==> config.mk <==
export PLATFORM = sky130hd
export DESIGN_NAME = iter_shifter
export DESIGN_NICKNAME = d
export VERILOG_FILES = /design/src/rtl/iter_shifter.sv
export SDC_FILE = /design/constraint.sdc
export NUM_CORES = 1
export LEC_CHECK = 0
export BUFFER_PORTS_ARGS = -buffer_cell sky130_fd_sc_hd__buf_2
export CAP_MARGIN = 20
export CELL_PAD_IN_SITES_DETAIL_PLACEMENT = 0
export CELL_PAD_IN_SITES_GLOBAL_PLACEMENT = 1
export CORE_MARGIN = 2
export CORE_UTILIZATION = 24
export CTS_CLUSTER_DIAMETER = 150
export CTS_CLUSTER_SIZE = 20
export DETAILED_ROUTE_END_ITERATION = 12
export HOLD_SLACK_MARGIN = 0.12
export PLACE_DENSITY = 0.59
export SLEW_MARGIN = 15
export SYNTH_ARGS = -nofsm -noshare
export SYNTH_HDL_FRONTEND = slang
export SYNTH_SLANG_ARGS = --single-unit
export TNS_END_PERCENT = 1
==> constraint.sdc <==
create_clock -name clock -period 2 [get_ports clock]
set_input_delay 0.4 -clock clock [delete_from_list [all_inputs] [get_ports clock]]
set_output_delay 0.4 -clock clock [all_outputs]
set_load 0.01 [all_outputs]
==> src/rtl/iter_shifter.sv <==
`default_nettype none
// ============================================================================
//  Module      : iter_shifter
//  Description : Multi-cycle logarithmic shifter for the execute stage. The
//                five fixed-distance stages (16, 8, 4, 2, 1) are applied one
//                per clock, each gated by its shift-amount bit, so the ALU
//                shift path is removed from the single-cycle critical path.
//                Valid/ready handshake on both the request and result sides.
//
//  Ports       : clock     - single clock, rising-edge active
//                reset_n   - synchronous active-low reset
//                start     - request valid, accepted only while in_ready=1
//                data_in   - operand
//                shamt     - shift amount, 0..DATA_W-1
//                op        - 00=sll, 01=sra, 10=srl, 11=rotate-left
//                in_ready  - high only while idle
//                out_valid - result valid (DONE state)
//                out_ready - consumer accepts result
//                result    - registered accumulator / shifted value
//                busy      - high while shifting or holding a result
//
//  Build option: SHIFTER_SKIP_EN - when defined, stages whose shamt bit is 0
//                are skipped; latency becomes max(1, popcount(shamt)).
//                Results are identical in both builds.
//
//  Revision    : 1.0 - initial release
// ============================================================================
module iter_shifter #(
    parameter int DATA_W  = 32,
    parameter int SHAMT_W = 5
) (
    input  logic               clock,
    input  logic               reset_n,
    input  logic               start,
    input  logic [DATA_W-1:0]  data_in,
    input  logic [SHAMT_W-1:0] shamt,
    input  logic [1:0]         op,
    output logic               in_ready,
    output logic               out_valid,
    input  logic               out_ready,
    output logic [DATA_W-1:0]  result,
    output logic               busy
);

    // Stage index width: must hold 0..SHAMT_W-1.
    localparam int c_K_W = (SHAMT_W > 1) ? $clog2(SHAMT_W) : 1;
    localparam logic [c_K_W-1:0] c_K_TOP = c_K_W'(SHAMT_W - 1);

    localparam logic [1:0] c_OP_SLL  = 2'b00;
    localparam logic [1:0] c_OP_SRA  = 2'b01;
    localparam logic [1:0] c_OP_SRL  = 2'b10;
    localparam logic [1:0] c_OP_ROTL = 2'b11;

    typedef enum logic [1:0] {
        S_IDLE  = 2'd0,
        S_SHIFT = 2'd1,
        S_DONE  = 2'd2
    } state_t;

    // ------------------------------------------------------------------
    // State and datapath registers
    // ------------------------------------------------------------------
    state_t              r_state;
    logic [DATA_W-1:0]   r_acc;
    logic [SHAMT_W-1:0]  r_shamt;
    logic [1:0]          r_op;
    logic [c_K_W-1:0]    r_k;

    state_t              w_state_nxt;
    logic [DATA_W-1:0]   w_acc_nxt;
    logic [SHAMT_W-1:0]  w_shamt_nxt;
    logic [1:0]          w_op_nxt;
    logic [c_K_W-1:0]    w_k_nxt;

    // ------------------------------------------------------------------
    // Fixed-distance stage results, one per shift-amount bit. Stage gi
    // shifts the current accumulator by 2**gi using the latched op.
    // ------------------------------------------------------------------
    logic [SHAMT_W-1:0][DATA_W-1:0] w_stage;

    for (genvar gi = 0; gi < SHAMT_W; gi++) begin : g_stage
        localparam int D = 2 ** gi;

        logic [DATA_W-1:0] w_sll;
        logic [DATA_W-1:0] w_srl;
        logic [DATA_W-1:0] w_sra;
        logic [DATA_W-1:0] w_rotl;

        assign w_sll  = {r_acc[DATA_W-1-D:0], {D{1'b0}}};
        assign w_srl  = {{D{1'b0}}, r_acc[DATA_W-1:D]};
        assign w_sra  = {{D{r_acc[DATA_W-1]}}, r_acc[DATA_W-1:D]};
        assign w_rotl = {r_acc[DATA_W-1-D:0], r_acc[DATA_W-1:DATA_W-D]};

        assign w_stage[gi] = (r_op == c_OP_SLL) ? w_sll  :
                             (r_op == c_OP_SRA) ? w_sra  :
                             (r_op == c_OP_SRL) ? w_srl  :
                                                  w_rotl;
    end

    // Select the stage and its enable bit for the current index. Done as
    // a compare loop so out-of-range index values simply select nothing.
    logic [DATA_W-1:0] w_stage_sel;
    logic              w_stage_en;

    always_comb begin
        w_stage_sel = r_acc;
        w_stage_en  = 1'b0;
        for (int i = 0; i < SHAMT_W; i++) begin
            if (int'(r_k) == i) begin
                w_stage_sel = w_stage[i];
                w_stage_en  = r_shamt[i];
            end
        end
    end

    // ------------------------------------------------------------------
    // Stage-index sequencing
    //   w_first_k : index loaded on accept
    //   w_next_k  : index for the following SHIFT cycle
    //   w_last    : current SHIFT cycle is the final one
    // ------------------------------------------------------------------
    logic [c_K_W-1:0] w_first_k;
    logic [c_K_W-1:0] w_next_k;
    logic             w_last;

`ifdef SHIFTER_SKIP_EN
    // Jump straight between set bits. A zero shift amount still spends one
    // SHIFT cycle at index 0 (bit clear, accumulator unchanged).
    always_comb begin
        w_first_k = '0;
        for (int i = 0; i < SHAMT_W; i++) begin
            if (shamt[i]) begin
                w_first_k = c_K_W'(i);
            end
        end

        w_next_k = '0;
        w_last   = 1'b1;
        for (int i = 0; i < SHAMT_W; i++) begin
            if ((i < int'(r_k)) && r_shamt[i]) begin
                w_next_k = c_K_W'(i);
                w_last   = 1'b0;
            end
        end
    end
`else
    // Walk every stage from the top bit down: fixed SHAMT_W-cycle latency.
    always_comb begin
        w_first_k = c_K_TOP;
        w_next_k  = r_k - c_K_W'(1);
        w_last    = (r_k == '0);
    end
`endif

    // ------------------------------------------------------------------
    // Next-state / next-datapath logic
    // ------------------------------------------------------------------
    always_comb begin
        w_state_nxt = r_state;
        w_acc_nxt   = r_acc;
        w_shamt_nxt = r_shamt;
        w_op_nxt    = r_op;
        w_k_nxt     = r_k;

        case (r_state)
            S_IDLE: begin
                // Operands are only sampled here; later input changes
                // cannot affect an operation in flight.
                if (start) begin
                    w_acc_nxt   = data_in;
                    w_shamt_nxt = shamt;
                    w_op_nxt    = op;
                    w_k_nxt     = w_first_k;
                    w_state_nxt = S_SHIFT;
                end
            end

            S_SHIFT: begin
                if (w_stage_en) begin
                    w_acc_nxt = w_stage_sel;
                end
                if (w_last) begin
                    w_state_nxt = S_DONE;
                end else begin
                    w_k_nxt = w_next_k;
                end
            end

            S_DONE: begin
                // Result holds until the consumer takes it; the IDLE cycle
                // that follows is what prevents back-to-back issue.
                if (out_ready) begin
                    w_state_nxt = S_IDLE;
                end
            end

            default: begin
                w_state_nxt = S_IDLE;
            end
        endcase
    end

    // ------------------------------------------------------------------
    // State register
    // ------------------------------------------------------------------
    always_ff @(posedge clock) begin
        if (!reset_n) begin
            r_state <= S_IDLE;
            r_acc   <= '0;
            r_shamt <= '0;
            r_op    <= c_OP_SLL;
            r_k     <= c_K_TOP;
        end else begin
            r_state <= w_state_nxt;
            r_acc   <= w_acc_nxt;
            r_shamt <= w_shamt_nxt;
            r_op    <= w_op_nxt;
            r_k     <= w_k_nxt;
        end
    end

    // ------------------------------------------------------------------
    // Outputs (decoded directly from the registered state)
    // ------------------------------------------------------------------
    assign in_ready  = (r_state == S_IDLE);
    assign out_valid = (r_state == S_DONE);
    assign busy      = (r_state == S_SHIFT) || (r_state == S_DONE);
    assign result    = r_acc;

endmodule
`default_nettype wire

==> results of run 1 <==
==> synth_stat cells, drive strengths merged, types with 11 or more instances <==
cell	number	share of area, %
a22oi	12	2.0
nand3	42	4.7
dfxtp	44	20
clkbuf	39	3.3
buf	31	4.4
a211oi	12	2.1
a31oi	20	2.8
o21ai	38	4.3
o211ai	12	2.0
nor3	16	1.8
mux4	17	8.6
a21oi	67	7.8
nand2	99	8.4
mux2i	11	2.5
nor2	18	1.5
==> report_power, final <==
group	switching, mW	internal, mW	total (mW)
registers	0.606	1.10	1.71
clock network	0.370	0.455	0.825
logic	2.23	2.01	4.25
total	3.21	3.57	6.78
==> cell type report <==
cell class                      count  share of cell area (%)
Clock buffer                        6                    2.01
Clock inverter                      1                  0.0780
Inverter                           11                   0.721
Multi-Input combinational cell    486                    54.4
Sequential cell                    44                    13.9
Tap cell                          229                    4.46
Timing Repair Buffer              209                    24.4
==> timing repair <==
item                       4_1_cts  5_1_grt
setup endpoints to repair       32       33
gates resized for setup         31       33
buffers inserted                 9        3
pin swaps                       12       14
cloned                           2        1
==> worst max path at each step <==
stage	from	end	slack, ps
after detailed placement	r_k[1]	result[2]	-320
after global placement	r_k[1]	result[2]	-310
after global routing	r_k[1]	result[6]	-120
after CTS	r_k[0]	result[28]	-90
final	r_k[1]	result[6]	-70
after floorplan	r_k[1]	result[22]	-40
==> registers in the layout (all words and copies together), names as in the netlist <==
| register | cells |
|---|---|
| r_k | 3 |
| r_op | 2 |
| r_shamt | 5 |
| result | 32 |
| r_state | 2 |
==> through the flow <==
step	utilization, %	worst slack, ps
after CTS	34.5	-86.6
after detailed placement	32.3	-319
after floorplan	-	-39.1
final	35.6	-71.9
after global placement	32.3	-311
after global routing	35.6	-118
==> worst max-delay path, cell delays in order (launching register included) <==
cell	delay, ps
dfxtp_2	330
buf_4	160
ha_4	170
buf_4	150
a2111o_1	390
a21oi_4	200
buf_6	170
buf_12	140
and4_1	170
a311o_1	120
==> metal layers <==
metal  vias up  wire, um
met4         0       831
met5         -         0
met3        57      1740
met2       294     10300
met1      2831      9370
li1       2616         -
==> cell families (layout without fill, tap and decap cells) <==
| family | after synthesis | after routing | synth area share (%) |
|---|---|---|---|
| buf+inv | 81 | 227 | 8.67 |
| xor+xnor | 2 | 2 | 0.395 |
| flops | 44 | 44 | 19.9 |
| fa+ha+maj | 9 | 9 | 2.54 |
| simple gates | 226 | 226 | 24.4 |
| mux | 29 | 29 | 11.4 |
| compound gates | 220 | 220 | 32.8 |
==> out/qor.yml, run 1 <==
outcome: "finished with violations"
violations: "negative setup slack"
max_freq_mhz: 483
area_delta_synth_final_pct: 44.9
power_density_nw_per_um2: 1060
syn_area_sq_um: 4430
fill_cells: 1950
synth_edf_count: 0
min-delay-start: "shamt[3]"
h-tree-depth: 2
grt_pass1_vias: 5678
syn_avg_cell_area_sq_um: 7.25
detail-route-antenna-nets: 0
finalSetupViolCount: 13
via_per_inst: 5.88
wl_per_cell_um: 22.6
skew_ps: 9.30
antenna_cells: 0
ctsHoldBuffers: 0
grt_use_total_pct: 21.9
crit_path_max_fanout: 8
whs_ps: 350
fin_crit_ps: 2070
insertion_delay_ps: 300
instances_no_fill: 986
holdPathEnd: "r_shamt[3]"
peakVddDrop_mv: 0.412
portBuffers: 77
overflow: 0
place_inst: 965
cap_violations: 0
ioPinCount: 78
dieArea_sq_um: 19600
start_util_pct: 24.6
setup-tns-final_ps: -381
finalPower_mw: 6.78
fin_ws_ps: -71.9
cts_buffers: 5
grt_max_degree: 29
clk_path_buf_depth: 2
yosysWarnings: 0
rr_endpoint: "result[6]"
drc_errors: 0
drv_slew: 0
die_x_um: 140
slew_headroom_pct: 62.2
rsz0062_at_grt: "true"
worstReg2RegStart: "r_k[1]"
power_leakage_nw: 2.54
drt_wl_total_um: 22200
syn_inst: 611
rrSetupSlack_ps: -70
drt-initial-drc-count: 428
cp_data_arrival_time_ps: 2310
antenna_found_initial: 0
clock-sinks: 44
root_buffer: "clkbuf_16"
final_cell_mix: "buf_4, nand2_1, buf_2"
use_met1_pct: 29.2
synth_ff_type: "dfxtp_1"
critical_path_required_ps: 2240
cp-start-kind: "register"
final_common_cell: "buf_4"
first_pass_iters: 5
post-route-period-util_pct: 104
syn-num-nets: 663
r2r_cells: 9
cts_tree: "yes"
grtUsageMet3_pct: 3.83
grt_pass1_wl_um: 33500
dpl.hpwl_um: 16400
synth-seq-cells: 44
hold_viol: 0
gp_congestion: 0.997
worstSetupPathType: "reg -> reg"
multi_input_area_sq_um: 3490
hp-class: "in -> reg"
coreArea_sq_um: 18000
vias: 5798
fp-row-count: 49
synth_cell_type_count: 68
placed_area_sq_um: 5820
die_h_um: 140
endpoint_kind: "register"
hold_depth: 3
path_clk_slew_ps: 60
seq_area_sq_um: 892
worst_slew_pin_slew_ps: 566
grt_use_met2_pct: 35.2
design_area_sq_um: 6420
synthArstFlopShare_pct: 0
seq_area_frac_synth_pct: 19.9
final_nets: 809
top_usage_layer: "met2"
drive_gt1_share_pct: 37.8
Note: power is estimated with default switching activity, not from simulation.
==> inputs of run 2 (changes only) <==
CTS_CLUSTER_SIZE = unset   (was 20)
GPL_ROUTABILITY_DRIVEN = 1   (was unset)
RECOVER_POWER = 25   (was unset)
==> out/qor.yml, run 2 (synthesis gave the netlist of run 1 again) <==
outcome: "finished with violations"  # unchanged
violations: "negative setup slack"  # unchanged
dieArea_sq_um: 19600  # unchanged
skew_ps: 7.77  # was 9.30 ps
start_util_pct: 24.6  # unchanged
fin_crit_ps: 2070  # about the same
clk_path_buf_depth: 2  # unchanged
critical_path_required_ps: 2230  # was 2240 ps
ctsHoldBuffers: 0  # unchanged
area_delta_synth_final_pct: 44.3  # was 44.9%
antenna_cells: 0  # unchanged
grt_max_degree: 29  # unchanged
wl_per_cell_um: 22.6  # about the same
drt-initial-drc-count: 391  # was 428
final_nets: 809  # unchanged
hold_viol: 0  # unchanged
max_stage_delay_ps: 390  # about the same
slew_headroom_pct: 53.3  # was 62.2%
detail-route-antenna-nets: 0  # unchanged
h-tree-depth: 2  # unchanged
final_common_cell: "buf_4"  # unchanged
crit_path_max_fanout: 8  # unchanged
worstSetupPathType: "reg -> reg"  # unchanged
finalSetupViolCount: 11  # was 13
cap_violations: 0  # unchanged
final_cell_mix: "buf_4, nand2_1, buf_2"  # unchanged
gp_congestion: 0.997  # unchanged
grt_use_total_pct: 21.9  # unchanged
path_clk_slew_ps: 60  # about the same
finalPower_mw: 6.74  # was 6.78 mW
fill_cells: 1951  # was 1950
clock-sinks: 44  # unchanged
insertion_delay_ps: 300  # about the same
cp_common_cell: "buf_4"  # unchanged
cp_data_arrival_time_ps: 2300  # was 2310 ps
power_leakage_nw: 2.49  # was 2.54 nW
power_density_nw_per_um2: 1050  # was 1060 nW/um^2
peakVddDrop_mv: 0.411  # was 0.412 mV
vias: 5839  # was 5798
worst_slew_pin_slew_ps: 701  # was 566 ps
seq_area_sq_um: 892  # unchanged
coreArea_sq_um: 18000  # unchanged
via_per_inst: 5.92  # was 5.88
crit_chain: "buf_4, ha_4, buf_4, a2111o_1, a21oi_4, buf_6, buf_12, and4_1, a311o_1"  # unchanged
hp-class: "in -> reg"  # unchanged
fin_ws_ps: -67.8  # was -71.9 ps
drc_errors: 0  # unchanged
drive_gt1_share_pct: 36.3  # was 37.8%
place_inst: 965  # unchanged
critPathSlowestCell: "a2111o_1"  # unchanged
whs_ps: 350  # about the same
max_freq_mhz: 484  # was 483 MHz
root_buffer: "clkbuf_16"  # unchanged
rsz0062_at_grt: "true"  # unchanged
instances_no_fill: 986  # unchanged
post-route-period-util_pct: 103  # was 104%
grt_pass1_vias: 5678  # unchanged
dpl.hpwl_um: 16400  # unchanged
first_pass_iters: 5  # unchanged
die_h_um: 140  # unchanged
portBuffers: 77  # unchanged
ioPinCount: 78  # unchanged
grt_pass1_wl_um: 33500  # unchanged
overflow: 0  # unchanged
die_x_um: 140  # unchanged
cts_tree: "yes"  # unchanged
fp-row-count: 49  # unchanged
antenna_found_initial: 0  # unchanged
cts_buffers: 5  # unchanged
drv_slew: 0  # unchanged
cp-start-kind: "register"  # unchanged
drt_wl_total_um: 22300  # was 22200 um
largest_reg_flops: 32  # unchanged
multi_input_area_sq_um: 3490  # unchanged
endpoint_kind: "register"  # unchanged
-- run 2: repair_timing --
| item | in CTS | in global routing |
|---|---|---|
| gates resized for setup | 31 | 33 |
| pin swaps | 12 | 14 |
| setup buffers | 9 | 3 |
| cloned | 2 | 1 |
| endpoints found under the setup margin | 32 | 33 |
-- run 2: per-layer routing --
| layer | up-vias | share of wire, % | global-route usage (%) |
|---|---|---|---|
| li1 | 2613 | - | - |
| met2 | 321 | 46 | 35.2 |
| met4 | 0 | 4.0 | 8.95 |
| met3 | 61 | 7.9 | 3.83 |
| met1 | 2844 | 42 | 29.2 |
| met5 | - | 0 | 0 |
-- run 2: layout make-up --
class / instances / share of cell area [%]
clock buffers: 6 / 2.02
clock inverters: 1 / 0.0783
inverters: 11 / 0.724
multi-input cells: 486 / 54.6
flip-flops and latches: 44 / 14.0
well taps: 229 / 4.48
repair buffers: 209 / 24.1
-- run 2: critical path, delay by kind of cell (launching register included) --
| kind | cells | cell delay, ps |
|---|---|---|
| simple gates | 1 | 170 |
| buf+inv | 4 | 620 |
| flops | 1 | 330 |
| fa+ha+maj | 1 | 170 |
| compound gates | 3 | 710 |
-- run 2: final timing paths --
check | from | cells after the start | slack [ps] | end
worst max-delay path | r_k[1] | 9 | -70 | result[6]
worst min-delay path | shamt[3] | 3 | 350 | r_shamt[3]
worst min register to register | r_shamt[2] | 2 | 480 | r_shamt[2]
worst max register to register | r_k[1] | 9 | -70 | result[6]
-- run 2: power by group --
| group | switching [mW] | internal (mW) | total [mW] |
|---|---|---|---|
| sequential | 0.606 | 1.10 | 1.71 |
| combinational | 2.24 | 1.98 | 4.21 |
| clock | 0.366 | 0.455 | 0.822 |
-- run 2: metrics by stage --
step                area, sq um  worst slack, ps  setup TNS, ps  utilization, %
finish                     6390            -67.8           -354            35.5
global route               6390             -118          -2320            35.5
CTS                        6220            -86.6           -913            34.5
detailed placement         5820             -319          -5920            32.3
global placement           5820             -311          -4030            32.3
floorplan                  4500            -39.1           -291               -
